## config.mk

```make
export PLATFORM = sky130hd
export DESIGN_NAME = pattern_sequencer_flat
export DESIGN_NICKNAME = d
export VERILOG_FILES = /design/src/rtl/pattern_sequencer_if.sv /design/src/rtl/pattern_sequencer.sv /design/src/flat_wrapper.sv
export SDC_FILE = /design/constraint.sdc
export NUM_CORES = 1
export LEC_CHECK = 0
export BUFFER_PORTS_ARGS = -buffer_cell sky130_fd_sc_hd__buf_4
export CAP_MARGIN = 20
export CORE_UTILIZATION = 45
export CTS_CLUSTER_SIZE = 16
export DETAILED_ROUTE_END_ITERATION = 6
export PLACE_DENSITY = 0.74
export SKIP_LAST_GASP = 1
export SLEW_MARGIN = 20
export SYNTH_ARGS = -nofsm -noshare
export SYNTH_HDL_FRONTEND = slang
export SYNTH_SLANG_ARGS = --single-unit
```

## constraint.sdc

```tcl
create_clock -name clk -period 5.6 [get_ports clk]
set_input_delay 0.28 -clock clk [delete_from_list [all_inputs] [get_ports clk]]
set_output_delay 0.28 -clock clk [all_outputs]
set_load 0.05 [all_outputs]
```

## src/rtl/pattern_sequencer_if.sv

```systemverilog
// Control/status bundle for pattern_sequencer: pattern writes, window/rate setup,
// start/stop requests and the registered pattern output with its status flags.
interface pattern_sequencer_if #(
    parameter int DATA_WIDTH = 8,
    parameter int ADDR_WIDTH = 4,
    parameter int DIV_WIDTH  = 32
);
    logic                  wr_en;
    logic [ADDR_WIDTH-1:0] wr_addr;
    logic [DATA_WIDTH-1:0] wr_data;
    logic [DIV_WIDTH-1:0]  divisor;
    logic [ADDR_WIDTH-1:0] first_addr;
    logic [ADDR_WIDTH-1:0] last_addr;
    logic [1:0]            mode;
    logic                  start;
    logic                  stop;
    logic [DATA_WIDTH-1:0] pattern_out;
    logic [ADDR_WIDTH-1:0] cur_addr;
    logic                  busy;
    logic                  step;
    logic                  done;

    modport master (
        output wr_en, wr_addr, wr_data, divisor, first_addr, last_addr, mode, start, stop,
        input  pattern_out, cur_addr, busy, step, done
    );

    modport slave (
        input  wr_en, wr_addr, wr_data, divisor, first_addr, last_addr, mode, start, stop,
        output pattern_out, cur_addr, busy, step, done
    );
endinterface

```

## src/rtl/pattern_sequencer.sv

```systemverilog
// Steps through a writable pattern memory over an address window at a programmable rate.
// Define PATTERN_SEQ_BLANK_EN to force pattern_out to zero while stopped or finished.
module pattern_sequencer #(
    parameter int DATA_WIDTH = 8,
    parameter int ADDR_WIDTH = 4,
    parameter int DIV_WIDTH  = 32
) (
    input logic             clk,
    input logic             reset,
    pattern_sequencer_if.slave bus
);
    localparam logic [1:0] MODE_ONESHOT  = 2'b01;
    localparam logic [1:0] MODE_PINGPONG = 2'b10;

    typedef enum logic [1:0] {IDLE, RUN, DONE} state_t;

    state_t                state, state_nxt;
    logic [ADDR_WIDTH-1:0] addr, addr_nxt;
    logic [ADDR_WIDTH-1:0] first_q, last_q;
    logic [1:0]            mode_q;
    logic                  dir_up, dir_up_nxt;
    logic [DIV_WIDTH-1:0]  count, count_nxt;
    logic                  load_pending, load_nxt;
    logic                  tick, stop_accepted, start_accepted, done_int;

    logic [DATA_WIDTH-1:0] mem [2**ADDR_WIDTH];
    logic [DATA_WIDTH-1:0] pattern_q;
    logic [ADDR_WIDTH-1:0] cur_addr_q;
    logic                  step_q;

    // >= rather than == so a divisor lowered mid-run takes effect at once
    assign tick           = (state == RUN) && (count >= bus.divisor);
    assign stop_accepted  = (state == RUN) && bus.stop;
    assign start_accepted = bus.start && !bus.stop;

    always_comb begin
        state_nxt  = state;
        addr_nxt   = addr;
        dir_up_nxt = dir_up;
        count_nxt  = count;
        load_nxt   = 1'b0;
        done_int   = 1'b0;
        if (bus.stop) begin
            if (state == RUN)
                state_nxt = IDLE;
        end else if (bus.start) begin
            state_nxt  = RUN;
            addr_nxt   = bus.first_addr;
            count_nxt  = '0;
            dir_up_nxt = 1'b1;
            load_nxt   = 1'b1;
        end else if (state == RUN) begin
            if (tick) begin
                count_nxt = '0;
                load_nxt  = 1'b1;
                case (mode_q)
                    MODE_ONESHOT: begin
                        if (addr == last_q) begin
                            done_int  = 1'b1;
                            state_nxt = DONE;
                            load_nxt  = 1'b0;
                        end else begin
                            addr_nxt = addr + 1'b1;
                        end
                    end
                    MODE_PINGPONG: begin
                        // a single-entry window parks on that entry but keeps stepping
                        if (first_q != last_q) begin
                            if (dir_up) begin
                                if (addr == last_q) begin
                                    dir_up_nxt = 1'b0;
                                    addr_nxt   = addr - 1'b1;
                                end else begin
                                    addr_nxt = addr + 1'b1;
                                end
                            end else begin
                                if (addr == first_q) begin
                                    dir_up_nxt = 1'b1;
                                    addr_nxt   = addr + 1'b1;
                                end else begin
                                    addr_nxt = addr - 1'b1;
                                end
                            end
                        end
                    end
                    default: addr_nxt = (addr == last_q) ? first_q : addr + 1'b1;
                endcase
            end else begin
                count_nxt = count + 1'b1;
            end
        end
    end

    always_ff @(posedge clk) begin
        if (bus.wr_en)
            mem[bus.wr_addr] <= bus.wr_data;
    end

    always_ff @(posedge clk) begin
        if (reset) begin
            state        <= IDLE;
            addr         <= '0;
            first_q      <= '0;
            last_q       <= '0;
            mode_q       <= '0;
            dir_up       <= 1'b1;
            count        <= '0;
            load_pending <= 1'b0;
            pattern_q    <= '0;
            cur_addr_q   <= '0;
            step_q       <= 1'b0;
        end else begin
            state        <= state_nxt;
            addr         <= addr_nxt;
            dir_up       <= dir_up_nxt;
            count        <= count_nxt;
            load_pending <= load_nxt;
            if (start_accepted) begin
                first_q <= bus.first_addr;
                last_q  <= bus.last_addr;
                mode_q  <= bus.mode;
            end
            // an in-flight read still lands after stop, but silently
            step_q <= load_pending && !stop_accepted;
            if (load_pending)
                cur_addr_q <= addr;
`ifdef PATTERN_SEQ_BLANK_EN
            if (load_pending)
                pattern_q <= mem[addr];
            else if (state != RUN)
                pattern_q <= '0;
`else
            if (load_pending)
                pattern_q <= mem[addr];
`endif
        end
    end

    assign bus.pattern_out = pattern_q;
    assign bus.cur_addr    = cur_addr_q;
    assign bus.busy        = (state == RUN);
    assign bus.step        = step_q;
    assign bus.done        = done_int;
endmodule
```

## src/flat_wrapper.sv

```systemverilog
// flat-port wrapper written by rule: the top's interface ports become plain ports
module pattern_sequencer_flat 
#(
    parameter int DATA_WIDTH = 8,
    parameter int ADDR_WIDTH = 4,
    parameter int DIV_WIDTH  = 32
)
  (clk, reset, bus_wr_en, bus_wr_addr, bus_wr_data, bus_divisor, bus_first_addr, bus_last_addr, bus_mode, bus_start, bus_stop, bus_pattern_out, bus_cur_addr, bus_busy, bus_step, bus_done);
  pattern_sequencer_if #(.DATA_WIDTH(DATA_WIDTH), .ADDR_WIDTH(ADDR_WIDTH), .DIV_WIDTH(DIV_WIDTH)) bus_i ();
  input logic clk;
  input logic reset;
  input wire logic [$bits(bus_i.wr_en)-1:0] bus_wr_en;
  input wire logic [$bits(bus_i.wr_addr)-1:0] bus_wr_addr;
  input wire logic [$bits(bus_i.wr_data)-1:0] bus_wr_data;
  input wire logic [$bits(bus_i.divisor)-1:0] bus_divisor;
  input wire logic [$bits(bus_i.first_addr)-1:0] bus_first_addr;
  input wire logic [$bits(bus_i.last_addr)-1:0] bus_last_addr;
  input wire logic [$bits(bus_i.mode)-1:0] bus_mode;
  input wire logic [$bits(bus_i.start)-1:0] bus_start;
  input wire logic [$bits(bus_i.stop)-1:0] bus_stop;
  output wire logic [$bits(bus_i.pattern_out)-1:0] bus_pattern_out;
  output wire logic [$bits(bus_i.cur_addr)-1:0] bus_cur_addr;
  output wire logic [$bits(bus_i.busy)-1:0] bus_busy;
  output wire logic [$bits(bus_i.step)-1:0] bus_step;
  output wire logic [$bits(bus_i.done)-1:0] bus_done;
  assign bus_i.wr_en = bus_wr_en;
  assign bus_i.wr_addr = bus_wr_addr;
  assign bus_i.wr_data = bus_wr_data;
  assign bus_i.divisor = bus_divisor;
  assign bus_i.first_addr = bus_first_addr;
  assign bus_i.last_addr = bus_last_addr;
  assign bus_i.mode = bus_mode;
  assign bus_i.start = bus_start;
  assign bus_i.stop = bus_stop;
  assign bus_pattern_out = bus_i.pattern_out;
  assign bus_cur_addr = bus_i.cur_addr;
  assign bus_busy = bus_i.busy;
  assign bus_step = bus_i.step;
  assign bus_done = bus_i.done;
  pattern_sequencer #(.DATA_WIDTH(DATA_WIDTH), .ADDR_WIDTH(ADDR_WIDTH), .DIV_WIDTH(DIV_WIDTH)) u_core (.clk(clk), .reset(reset), .bus(bus_i));
endmodule
```

==> flow_metrics.env <==
export IMPL_run_status="finished, final reports clean"
export IMPL_setup_viol_count_final=0
export IMPL_p_per_area_nw_per_um2=294.1
export IMPL_avgSynthCellArea_um2=13.13
export IMPL_synth_edf_count=128
export IMPL_nNetsFinal=840
export IMPL_wl_um=17440
export IMPL_cts_sinks=191
export IMPL_placed_area_um2=9627
export IMPL_fp_dieH_um=142.2
export IMPL_post_synth_top_area_cell="edfxtp_1"
export IMPL_synth_seq_cells=191
export IMPL_period_needed_ns=3.215
export IMPL_dr_wl_met3_um=843
export IMPL_fillCellCount=1621
export IMPL_clock_path_buffers=2
export IMPL_syn_area_um2=8850
export IMPL_cp_startpoint="u_core.addr[2]$_SDFFE_PP0P_"
export IMPL_switching_share_pct=24.11
export IMPL_yosysMostFrequentCell="edfxtp_1"
export IMPL_min_to="u_core.mode_q[1]$_SDFFE_PP0P_"
export IMPL_dp_hpwl_um=11950
export IMPL_syn_nets=770
export IMPL_multiInputGateArea_um2=3451
export IMPL_sequentialPowerShare_pct=51.7
export IMPL_seqCellArea_um2=5107
export IMPL_min_path_type="input pin to flop"
export IMPL_num_rows=50
export IMPL_synth_top_cell_area_share_pct=43.43
export IMPL_comb_power_share_pct=8.3
export IMPL_synth_cell_types=58
export IMPL_grt_pass1_vias=5249
export IMPL_r2r_end="u_core.addr[3]$_SDFFE_PP0P_"
export IMPL_period_share_pct=57.41
export IMPL_crit_type="flop to output port"
export IMPL_drtAntennaViolNets=0
export IMPL_instances_no_fill=1017
export IMPL_wl_per_cell_um=17.15
export IMPL_wl_met2_um=8616
export IMPL_slew_violations=0
export IMPL_rsz0062_at_grt="false"
export IMPL_p_leak_nw=3.739
export IMPL_dieArea_um2=20230
export IMPL_synth_warnings=0
export IMPL_firstDrtPassIters=4
export IMPL_synthCells=674
export IMPL_internal_power_mw=2.282
export IMPL_report_final_hold_viol_count=0
export IMPL_grt_overflow=0
export IMPL_syn2layout_area_growth_pct=15.54
export IMPL_skew_ns=0.009714
export IMPL_cp_start_kind="flop"
export IMPL_cp_required_ns=5.32
export IMPL_grt_pass1_wl_um=27750
export IMPL_cts_setup_buffers=0
export IMPL_fin_tns_setup_ns=0
export IMPL_gp_congestion=0.7940
export IMPL_max_freq_ghz=0.3110
export IMPL_rrSetupSlack_ns=2.84
export IMPL_via_per_inst=5.300
export IMPL_wl_met1_um=7693
export IMPL_vias=5390
export IMPL_htree_levels=4
export IMPL_ys_async_sr_fraction_pct=0
export IMPL_grt_use_total_pct=18.28
export IMPL_topRoutingLayerUsed="met5"
export IMPL_crit_arrival_ns=2.94
export IMPL_end_kind="output port"
export IMPL_peakVddDrop_uv=230.3
export IMPL_coreArea_um2=19020
export IMPL_path_clk_slew_ns=0.07
export IMPL_drive_gt1_share_pct=24.70
export IMPL_cts_resized=0
export IMPL_clk_latency_ns=0.44
export IMPL_numCtsBuffers=17
export IMPL_antenna_cells=0
export IMPL_yosysSeqAreaShare_pct=57.68
export IMPL_antenna_found_initial=1
export IMPL_synthFlopType="edfxtp_1"
export IMPL_die_width_um=142.2
export IMPL_clkPwrFrac_pct=40.0
export IMPL_r2r_start="u_core.addr[2]$_SDFFE_PP0P_"
export IMPL_slew_headroom_pct=37.47
export IMPL_root_buffer="clkbuf_16"
export IMPL_drcViolationCount=0
export IMPL_power_switching_uw=724.9
export IMPL_cts_hold_buf=0
export IMPL_holdCritStartpoint="bus_mode[1]"
export IMPL_numPortBuffers=73
export IMPL_place_inst=985
export IMPL_synth_area_leaders="edfxtp_1 (43%), dfxtp_1 (14%), mux4_2 (10%), ha_1 (5.2%), xor2_1 (2.4%)"
export IMPL_grt_max_degree=40
export IMPL_finish_utilization_pct=53.76
export IMPL_first_iter_violations=366
export IMPL_r2r_worst_path_cells=7
export IMPL_synthTopCellsByCount="edfxtp_1 (128), dfxtp_1 (63), nor2_1 (54)"
export IMPL_start_util_pct=46.53
export IMPL_final_cell_area_um2=10220
export IMPL_critPathMaxFanout=16
export IMPL_min_path_cells=3
export IMPL_worst_pin_slew_ns=0.9367
export IMPL_cts_tree="built"
export IMPL_io_pins=74
export IMPL_maxCapViolations=0
## critical path, stage by stage, from the launching register on
cell and delay (ns):
dfxtp_1 0.94, xor2_2 0.18, nor4_4 0.53, nand2_1 0.19, a21oi_1 0.21, and3_1 0.23, buf_4 0.21
## metal layers
| layer | up-vias | global-route usage, % |
|---|---|---|
| met1 | 2619 | 23.48 |
| li1 | 2618 | - |
| met5 | - | 0 |
| met3 | 25 | 3.903 |
| met2 | 126 | 30.88 |
| met4 | 2 | 5.829 |
## kinds of logic after synthesis
| family | count (synthesis) | share of synthesized area [%] |
|---|---|---|
| flops | 191 | 57.68 |
| buf+inv | 73 | 3.577 |
| fa+ha+maj | 37 | 5.231 |
| compound gates | 72 | 5.175 |
| mux | 59 | 12.38 |
| simple gates | 196 | 11.31 |
| xor+xnor | 46 | 4.637 |
## power groups by stage
stage | logic [mW] | clock network [mW] | registers, mW
2_1_floorplan | 0.164 | 0 | 1.58
3_3_place_gp | 0.245 | 0 | 1.59
3_5_place_dp | 0.249 | 0 | 1.59
4_1_cts | 0.251 | 1.22 | 1.56
5_1_grt | 0.271 | 1.27 | 1.56
6_report | 0.249 | 1.20 | 1.55
## sequential cells by signal (all words and copies together), names as in the netlist, 2 cells and up
name,flops
u_core.mem,128
u_core.count,32
u_core.bus.pattern_out,8
u_core.addr,4
u_core.bus.cur_addr,4
u_core.first_q,4
u_core.last_q,4
u_core.mode_q,2
u_core.state,2
## per-stage QoR
step / hold slack, ns / worst slack, ns / power, mW
CTS: 0.06916 / 2.350 / 3.029
global route: 0.08757 / 2.038 / 3.103
global placement: 0.4683 / 2.845 / 1.831
detailed placement: 0.4772 / 2.823 / 1.836
finish: 0.08781 / 2.385 / 3.007
floorplan: 0.3789 / 3.208 / 1.745
## how the worst max path moves through the flow
| stage | cells after the start | slack (ns) | to |
|---|---|---|---|
| after floorplan | 8 | 3.21 | bus_done |
| after global routing | 6 | 2.04 | bus_done |
| after CTS | 6 | 2.35 | bus_done |
| final | 6 | 2.38 | bus_done |
| after global placement | 6 | 2.85 | bus_done |
| after detailed placement | 7 | 2.82 | u_core.addr[1]$_SDFFE_PP0P_ |
## cells in the final DEF (no fill, tap or decap), types with 3 or more instances in the layout
master / count
nand4_1: 10
a211oi_1: 3
mux2i_1: 17
nand2_1: 44
clkbuf_16: 17
inv_8: 5
nand3b_1: 3
a21oi_1: 28
clkinvlp_4: 3
mux4_2: 40
nand2b_1: 5
inv_6: 4
inv_1: 48
nor2_1: 53
nor4_1: 3
nor3_1: 8
buf_4: 76
nor3_2: 4
dfxtp_1: 61
a221oi_1: 3
o21ai_0: 17
nor2_2: 23
ha_1: 37
and4_1: 5
and3_1: 10
and2_1: 3
edfxtp_1: 128
nand3_1: 17
xnor2_1: 21
xor2_1: 24
## final cells by class
class | count | share of cell area [%]
clock buffers | 17 | 4.161
multi-input cells | 410 | 33.75
repair buffers | 76 | 5.580
inverters | 48 | 1.762
well taps | 260 | 3.182
clock inverters | 15 | 1.615
flip-flops and latches | 191 | 49.95
Power figures use the tool's default switching activity.
